<file path="config.mk">
export PLATFORM = sky130hd
export DESIGN_NAME = seq_mul32
export DESIGN_NICKNAME = d
export VERILOG_FILES = /design/src/rtl/seq_mul_pkg.sv /design/src/rtl/seq_mul32_cla.sv /design/src/rtl/seq_mul32.sv
export SDC_FILE = /design/constraint.sdc
export NUM_CORES = 1
export LEC_CHECK = 0
export BUFFER_PORTS_ARGS = -buffer_cell sky130_fd_sc_hd__buf_4
export CAP_MARGIN = 5
export CELL_PAD_IN_SITES_DETAIL_PLACEMENT = 0
export CELL_PAD_IN_SITES_GLOBAL_PLACEMENT = 2
export CORE_ASPECT_RATIO = 0.9
export CORE_MARGIN = 1.5
export CORE_UTILIZATION = 39
export DETAILED_ROUTE_END_ITERATION = 10
export PLACE_DENSITY_LB_ADDON = 0.15
export SKIP_LAST_GASP = 1
export SLEW_MARGIN = 30
export SYNTH_ARGS = -nofsm -noshare
export SYNTH_HDL_FRONTEND = slang
export SYNTH_SLANG_ARGS = --single-unit
</file>
<file path="constraint.sdc">
create_clock -name clk -period 10.7 [get_ports clk]
set_input_delay 0 -clock clk [delete_from_list [all_inputs] [get_ports clk]]
set_output_delay 0 -clock clk [all_outputs]
set_load 0.02 [all_outputs]
</file>
<file path="src/rtl/seq_mul_pkg.sv">
// Shared definitions for the sequential 32x32 multiplier: operand width,
// iteration-counter width, FSM state encoding and a magnitude helper used
// when signed operation is enabled (SEQ_MUL_SIGNED_EN).
package seq_mul_pkg;

  localparam int MUL_WIDTH = 32;
  localparam int MUL_CNT_W = 6;

  // IDLE -> CALC -> [NEG_LO -> NEG_HI] -> DONE -> IDLE
  typedef enum logic [2:0] {
    IDLE   = 3'd0,
    CALC   = 3'd1,
    NEG_LO = 3'd2,
    NEG_HI = 3'd3,
    DONE   = 3'd4
  } mul_state_t;

  // Two's-complement magnitude; the most negative value maps to 2^31 read as unsigned
  function automatic logic [MUL_WIDTH-1:0] magnitude(input logic [MUL_WIDTH-1:0] value,
                                                     input logic                 take_abs);
    logic [MUL_WIDTH-1:0] mag;
    mag = value;
    if (take_abs && value[MUL_WIDTH-1]) begin
      mag = ~value + 1'b1;
    end
    return mag;
  endfunction

endpackage

</file>
<file path="src/rtl/seq_mul32_cla.sv">
// cla_adder32: 32-bit carry-lookahead adder built from eight 4-bit groups.
// Each group produces generate/propagate terms so the carry into the next
// group is resolved from group signals instead of rippling through every bit.
module cla_adder32 (
  input  logic [31:0] a,
  input  logic [31:0] b,
  input  logic        cin,
  output logic [31:0] result,
  output logic        cout
);

  logic [31:0] gen;
  logic [31:0] prop;
  logic [32:0] carry;

  assign gen  = a & b;
  assign prop = a ^ b;

  // Group lookahead for the carry into each nibble, then per-bit carries inside it
  always_comb begin
    logic grp_g;
    logic grp_p;
    carry    = '0;
    carry[0] = cin;
    for (int k = 0; k < 8; k++) begin
      grp_g = gen[4*k+3]
            | (prop[4*k+3] & gen[4*k+2])
            | (prop[4*k+3] & prop[4*k+2] & gen[4*k+1])
            | (prop[4*k+3] & prop[4*k+2] & prop[4*k+1] & gen[4*k]);
      grp_p = &prop[4*k +: 4];
      carry[4*k+1] = gen[4*k]   | (prop[4*k]   & carry[4*k]);
      carry[4*k+2] = gen[4*k+1] | (prop[4*k+1] & carry[4*k+1]);
      carry[4*k+3] = gen[4*k+2] | (prop[4*k+2] & carry[4*k+2]);
      carry[4*k+4] = grp_g | (grp_p & carry[4*k]);
    end
  end

  assign result = prop ^ carry[31:0];
  assign cout   = carry[32];

endmodule

</file>
<file path="src/rtl/seq_mul32.sv">
// seq_mul32: iterative 32x32->64 shift-add multiplier, one multiplier bit per
// cycle through a single shared cla_adder32. Valid/ready on both sides; the
// product is registered and held until the consumer takes it.
// Optional feature: define SEQ_MUL_SIGNED_EN to honour signed_op (operands
// are reduced to magnitudes and the product is negated afterwards in the
// NEG_LO/NEG_HI states). Without it every multiply is unsigned.
module seq_mul32
  import seq_mul_pkg::*;
#(
  parameter int WIDTH = MUL_WIDTH,
  parameter int CNT_W = MUL_CNT_W
) (
  input  logic               clk,
  input  logic               rst,
  input  logic               in_valid,
  output logic               in_ready,
  input  logic [WIDTH-1:0]   op_a,
  input  logic [WIDTH-1:0]   op_b,
  input  logic               signed_op,
  output logic               out_valid,
  input  logic               out_ready,
  output logic [2*WIDTH-1:0] product
);

  // The datapath is tied to the 32-bit adder, so other widths cannot work
  if (WIDTH != MUL_WIDTH) begin : g_bad_width
    $error("seq_mul32: WIDTH must be 32");
  end

  localparam logic [CNT_W-1:0] LAST_ITER = CNT_W'(WIDTH - 1);

  mul_state_t       state;
  mul_state_t       state_nxt;
  logic [CNT_W-1:0] cnt;
  logic [WIDTH-1:0] mcand;
  logic [WIDTH-1:0] acc_hi;
  logic [WIDTH-1:0] acc_lo;
  logic [WIDTH-1:0] mag_a;
  logic [WIDTH-1:0] mag_b;
  logic             accept;
  logic             last_iter;

  logic [WIDTH-1:0] add_a;
  logic [WIDTH-1:0] add_b;
  logic             add_cin;
  logic [WIDTH-1:0] add_sum;
  logic             add_cout;

`ifdef SEQ_MUL_SIGNED_EN
  logic neg_in;
  logic neg_q;
  logic carry_q;

  assign mag_a  = magnitude(op_a, signed_op);
  assign mag_b  = magnitude(op_b, signed_op);
  assign neg_in = signed_op & (op_a[WIDTH-1] ^ op_b[WIDTH-1]);
`else
  logic signed_op_unused;

  assign signed_op_unused = signed_op;
  assign mag_a            = op_a;
  assign mag_b            = op_b;
`endif

  assign accept    = in_valid && (state == IDLE);
  assign last_iter = (cnt == LAST_ITER);

  cla_adder32 u_adder (
    .a      (add_a),
    .b      (add_b),
    .cin    (add_cin),
    .result (add_sum),
    .cout   (add_cout)
  );

  // State register, cleared to IDLE from any state on reset
  always_ff @(posedge clk or posedge rst) begin
    if (rst) begin
      state <= IDLE;
    end else begin
      state <= state_nxt;
    end
  end

  // Next-state: fixed 32 CALC cycles, optional negate pass, hold DONE until taken
  always_comb begin
    state_nxt = state;
    case (state)
      IDLE: begin
        if (accept) begin
          state_nxt = CALC;
        end
      end
      CALC: begin
        if (last_iter) begin
`ifdef SEQ_MUL_SIGNED_EN
          state_nxt = neg_q ? NEG_LO : DONE;
`else
          state_nxt = DONE;
`endif
        end
      end
`ifdef SEQ_MUL_SIGNED_EN
      NEG_LO: state_nxt = NEG_HI;
      NEG_HI: state_nxt = DONE;
`endif
      DONE: begin
        if (out_valid && out_ready) begin
          state_nxt = IDLE;
        end
      end
      default: state_nxt = IDLE;
    endcase
  end

  // Outputs per state: input handshake and the operands steered into the adder
  always_comb begin
    in_ready = 1'b0;
    add_a    = '0;
    add_b    = '0;
    add_cin  = 1'b0;
    case (state)
      IDLE: begin
        in_ready = 1'b1;
      end
      CALC: begin
        add_a = acc_hi;
        add_b = acc_lo[0] ? mcand : '0;
      end
`ifdef SEQ_MUL_SIGNED_EN
      NEG_LO: begin
        add_a   = ~acc_lo;
        add_cin = 1'b1;
      end
      NEG_HI: begin
        add_a   = ~acc_hi;
        add_cin = carry_q;
      end
`endif
      default: begin
        in_ready = 1'b0;
      end
    endcase
  end

  // Datapath: operand capture, shift-add iteration and counter
  always_ff @(posedge clk or posedge rst) begin
    if (rst) begin
      mcand  <= '0;
      acc_hi <= '0;
      acc_lo <= '0;
      cnt    <= '0;
    end else begin
      case (state)
        IDLE: begin
          if (accept) begin
            mcand  <= mag_a;
            acc_hi <= '0;
            acc_lo <= mag_b;
            cnt    <= '0;
          end
        end
        CALC: begin
          acc_hi <= {add_cout, add_sum[WIDTH-1:1]};
          acc_lo <= {add_sum[0], acc_lo[WIDTH-1:1]};
          cnt    <= cnt + 1'b1;
        end
`ifdef SEQ_MUL_SIGNED_EN
        NEG_LO: acc_lo <= add_sum;
        NEG_HI: acc_hi <= add_sum;
`endif
        default: begin
          cnt <= cnt;
        end
      endcase
    end
  end

`ifdef SEQ_MUL_SIGNED_EN
  // Sign bookkeeping: remember whether to negate and the low-word carry
  always_ff @(posedge clk or posedge rst) begin
    if (rst) begin
      neg_q   <= 1'b0;
      carry_q <= 1'b0;
    end else begin
      if (accept) begin
        neg_q <= neg_in;
      end
      if (state == NEG_LO) begin
        carry_q <= add_cout;
      end
    end
  end
`endif

  // Result register: load once on entering DONE, hold until the consumer accepts
  always_ff @(posedge clk or posedge rst) begin
    if (rst) begin
      out_valid <= 1'b0;
      product   <= '0;
    end else if (state == DONE) begin
      if (!out_valid) begin
        out_valid <= 1'b1;
        product   <= {acc_hi, acc_lo};
      end else if (out_ready) begin
        out_valid <= 1'b0;
      end
    end
  end

endmodule

</file>
==> flow_metrics.py <==
metrics = {
    "run_status": {
        "status": "completed",
    },
    "placement": {
        "io_buffers": 133,
        "globalplace.congestion": 0.771,
        "dpl.hpwl_um": 11900,
    },
    "pwr": {
        "p_leak_nw": 5.49,
        "sequentialPowerShare_pct": 38.5,
        "power_switching_mw": 0.983,
        "p_sw_share_pct": 37.4,
        "clkPwrFrac_pct": 23.4,
        "power_report.internal_total_mw": 1.64,
        "power_per_cell_area_nw_per_um2": 245,
        "comb_power_share_pct": 38.1,
        "worst_ir_drop_vdd_mv": 0.0961,
    },
    "floorplan": {
        "core_area_sq_um": 20800,
        "floorplan.die.height_um": 141,
        "die-area_sq_um": 22100,
        "row_count": 50,
        "die_width_um": 157,
        "start_util_pct": 39.7,
        "ios": 135,
    },
    "finish": {
        "area_delta_synth_final_pct": 29.7,
        "fin_nets": 1102,
        "fraction_of_final_layout_cells_sized_beyond_drive_strength_1_pct": 18.9,
        "antennaDiodeCount": 0,
        "fillers": 1943,
    },
    "clock_network": {
        "cts.clk_slew.worst_paths_ns": 0.07,
        "cts_buffer_depth": 2,
        "cts-root-buf": "clkbuf_16",
        "htree_num_levels": 4,
        "numCtsBuffers": 17,
        "post-cts-setup-buffer-count": 0,
        "clk_latency_ns": 0.43,
        "cts_tree": "done",
        "tritoncts_sinks": 169,
    },
    "setup_path": {
        "criticalPathCategory": "flop to flop",
        "crit_path_max_fanout": 66,
        "cpMaxStageDelayCell": "and2_0",
        "critPathCaptureType": "flop",
        "worst-path-buf-inv": 3,
        "critPathArrivalTime_ns": 5.39,
        "cp_top_family": "simple AND/OR/NAND/NOR gates",
        "worstSetupStartpoint": "state[2]$_DFFE_PP0P_",
        "critical_path.startpoint_type": "flop",
        "timing.critical_path.cells": "and2b_2, buf_4, and2_0, nand2_1, inv_1, ha_1, nand2_1, o21ai_0, nor3_1, a21oi_2, nor2_1, o21ba_1, fa_1, fa_1, inv_1, fa_1, nand2_1, o21ai_0",
        "timing.critical_path.slowest_cell_delay_ns": 0.84,
        "worst_r2r_startpoint": "state[2]$_DFFE_PP0P_",
        "critPathRequiredTime_ns": 10.99,
    },
    "synthesis": {
        "synth_seq_cells": 169,
        "yosys_most_used_dff": "dfrtp_1",
        "synth.yosys.warnings": 0,
        "synthesis.area_per_instance_sq_um": 10.4,
        "ys_async_sr_fraction_pct": 100,
        "synth_sequential_area_ratio_pct": 51.1,
        "synth_fp_nets": 922,
        "synth_enable_flop_cells": 0,
        "synthDistinctLibCells": 39,
        "synthesis.area_sq_um": 8270,
        "syn_inst": 797,
    },
    "global_routing": {
        "grt_pass1_vias": 6405,
        "antenna_found_initial": 0,
        "gr-max-usage-layer": "met2",
        "global_route.usage.met1_pct": 25.9,
        "grtUsageMet2_pct": 29.8,
        "track_usage_pct": 18.7,
        "grt_max_degree": 103,
        "grt.overflow.total": 0,
        "use_met3_pct": 3.75,
        "grt_first_pass_wirelength_um": 32500,
    },
    "flow_run": {
        "drv.max_cap_violation_count": 0,
    },
    "route": {
        "drtIter0Drc": 279,
        "wire_per_inst_um": 15.0,
        "detail_route.drc_violations": 0,
        "antenna_violating_nets_post_route": 0,
        "avgViaCountPerCell": 4.85,
        "via_count": 6192,
        "wl_um": 19100,
        "firstDrtPassIters": 4,
    },
    "timing": {
        "timing_worst_slew_pin_value_ns": 0.949,
        "report.final.slew_viol_count": 0,
        "fmax_mhz": 196,
        "hold_ws_ns": 0.220,
        "final.period_utilization_pct": 47.7,
        "finalSetupViolCount": 0,
        "total_negative_slack_ns": 0,
        "worst_slew_margin_relative_to_its_limit_pct": 36.7,
        "fin_crit_ns": 5.10,
        "worst_clock_skew_ns": 0.0203,
        "timing_hold_violations_final": 0,
        "rsz_0062_raised_after_global_routing": "no",
    },
    "min_path": {
        "worstHoldPathType": "input pin to asynchronous set/reset pin",
    },
}
==> metal layers <==
metal | vias up | part of all wire, %
li1 | 3039 | -
met1 | 3040 | 50
met2 | 106 | 47
met3 | 7 | 2.9
met4 | 0 | 0.65
met5 | - | 0
==> stage by stage <==
stage	setup WS [ns]	area, sq um	cells	utilization [%]	total power, mW
2_1_floorplan	6.12	8270	797	-	1.74
3_3_place_gp	5.61	9470	1178	45.4	1.98
3_5_place_dp	5.53	9480	1178	45.5	2.01
4_1_cts	5.50	10700	1276	51.5	2.67
5_1_grt	5.10	10700	1276	51.5	2.89
6_report	5.60	10700	1276	51.5	2.63
==> tightest hold or removal path: cells and delay by family <==
kind | cells | cell delay [ns]
buffers and inverters | 3 | 1.14
==> cell families after synthesis <==
| family | count (synthesis) | share of synthesized area (%) |
|---|---|---|
| flops | 169 | 51.1 |
| compound gates | 104 | 7.62 |
| buf+inv | 79 | 4.43 |
| fa+ha+maj | 56 | 10.6 |
| xor+xnor | 8 | 0.847 |
| mux | 66 | 8.98 |
| simple gates | 315 | 16.4 |
==> synth_stat cells, types with 4 or more instances <==
| cell type | instances | area [sq um] |
|---|---|---|
| mux2_2 | 6 | 67.6 |
| mux2_1 | 60 | 676 |
| ha_1 | 33 | 413 |
| nor2_1 | 71 | 267 |
| and3_1 | 19 | 119 |
| nand4_1 | 8 | 50.1 |
| and2_1 | 18 | 113 |
| nand3_1 | 27 | 135 |
| xnor2_1 | 4 | 35.0 |
| buf_2 | 17 | 85.1 |
| o22ai_1 | 32 | 200 |
| o21ai_0 | 42 | 210 |
| inv_1 | 35 | 131 |
| a21oi_1 | 12 | 60.1 |
| xor2_1 | 4 | 35.0 |
| fa_1 | 23 | 460 |
| nand2_1 | 160 | 601 |
| clkbuf_1 | 20 | 75.1 |
| nor2b_1 | 4 | 25.0 |
| buf_6 | 6 | 67.6 |
| dfrtp_1 | 169 | 4230 |
==> area by class of cell <==
type                            instances  area, sq um  area share [%]
Clock buffer                           19          443            4.13
Clock inverter                         13          144            1.34
Inverter                               35          139            1.29
Multi-Input combinational cell        549         3710            34.6
Sequential cell                       169         4230            39.4
Tap cell                              286          358            3.33
Timing Repair Buffer                  205         1710            15.9
==> what timing repair did <==
item                      in CTS  in global routing
hold buffers                  66                  0
hold endpoints to repair     167                  0
gates resized for setup        0                  0
==> final timing paths <==
kind / to / slack (ns) / cells after the start
max: acc_hi[29]$_DFFE_PP0P_ / 5.60 / 18
min: acc_lo[8]$_DFFE_PP0P_ / 0.22 / 3
max reg2reg: acc_hi[29]$_DFFE_PP0P_ / 5.60 / 18
min reg2reg: mcand[9]$_DFFE_PP0P_ / 0.47 / 2
max in group asynchronous: acc_hi[8]$_DFFE_PP0P_ / 9.43 / 4
min in group clk: mcand[4]$_DFFE_PP0P_ / 0.30 / 4
==> cell usage in the layout (no fill, tap or decap), types with 6 or more instances in the layout <==
cell type,count
fa_1,23
dfrtp_1,169
and2_1,19
and3_1,19
inv_1,34
o21ai_0,42
a21oi_1,12
nor2_1,71
nand4_1,8
nand3_1,27
mux2_1,60
clkbuf_16,17
nand2_1,159
o22ai_1,32
ha_1,33
mux2_2,6
buf_4,137
dlygate4sd3_1,66
==> state kept, by name (all words and copies together) (netlist names) <==
signal and count:
product 64, acc_hi 32, acc_lo 32, mcand 32, cnt 6, state 2
out_valid 1
==> power by group through the flow <==
stage	clock [mW]	sequential [mW]	combinational (mW)
floorplan	0	0.978	0.761
global placement	0	1.02	0.962
detailed placement	0	1.02	0.988
CTS	0.635	1.01	1.02
global route	0.661	1.04	1.18
finish	0.615	1.01	1.00
Power figures use the tool's default switching activity.
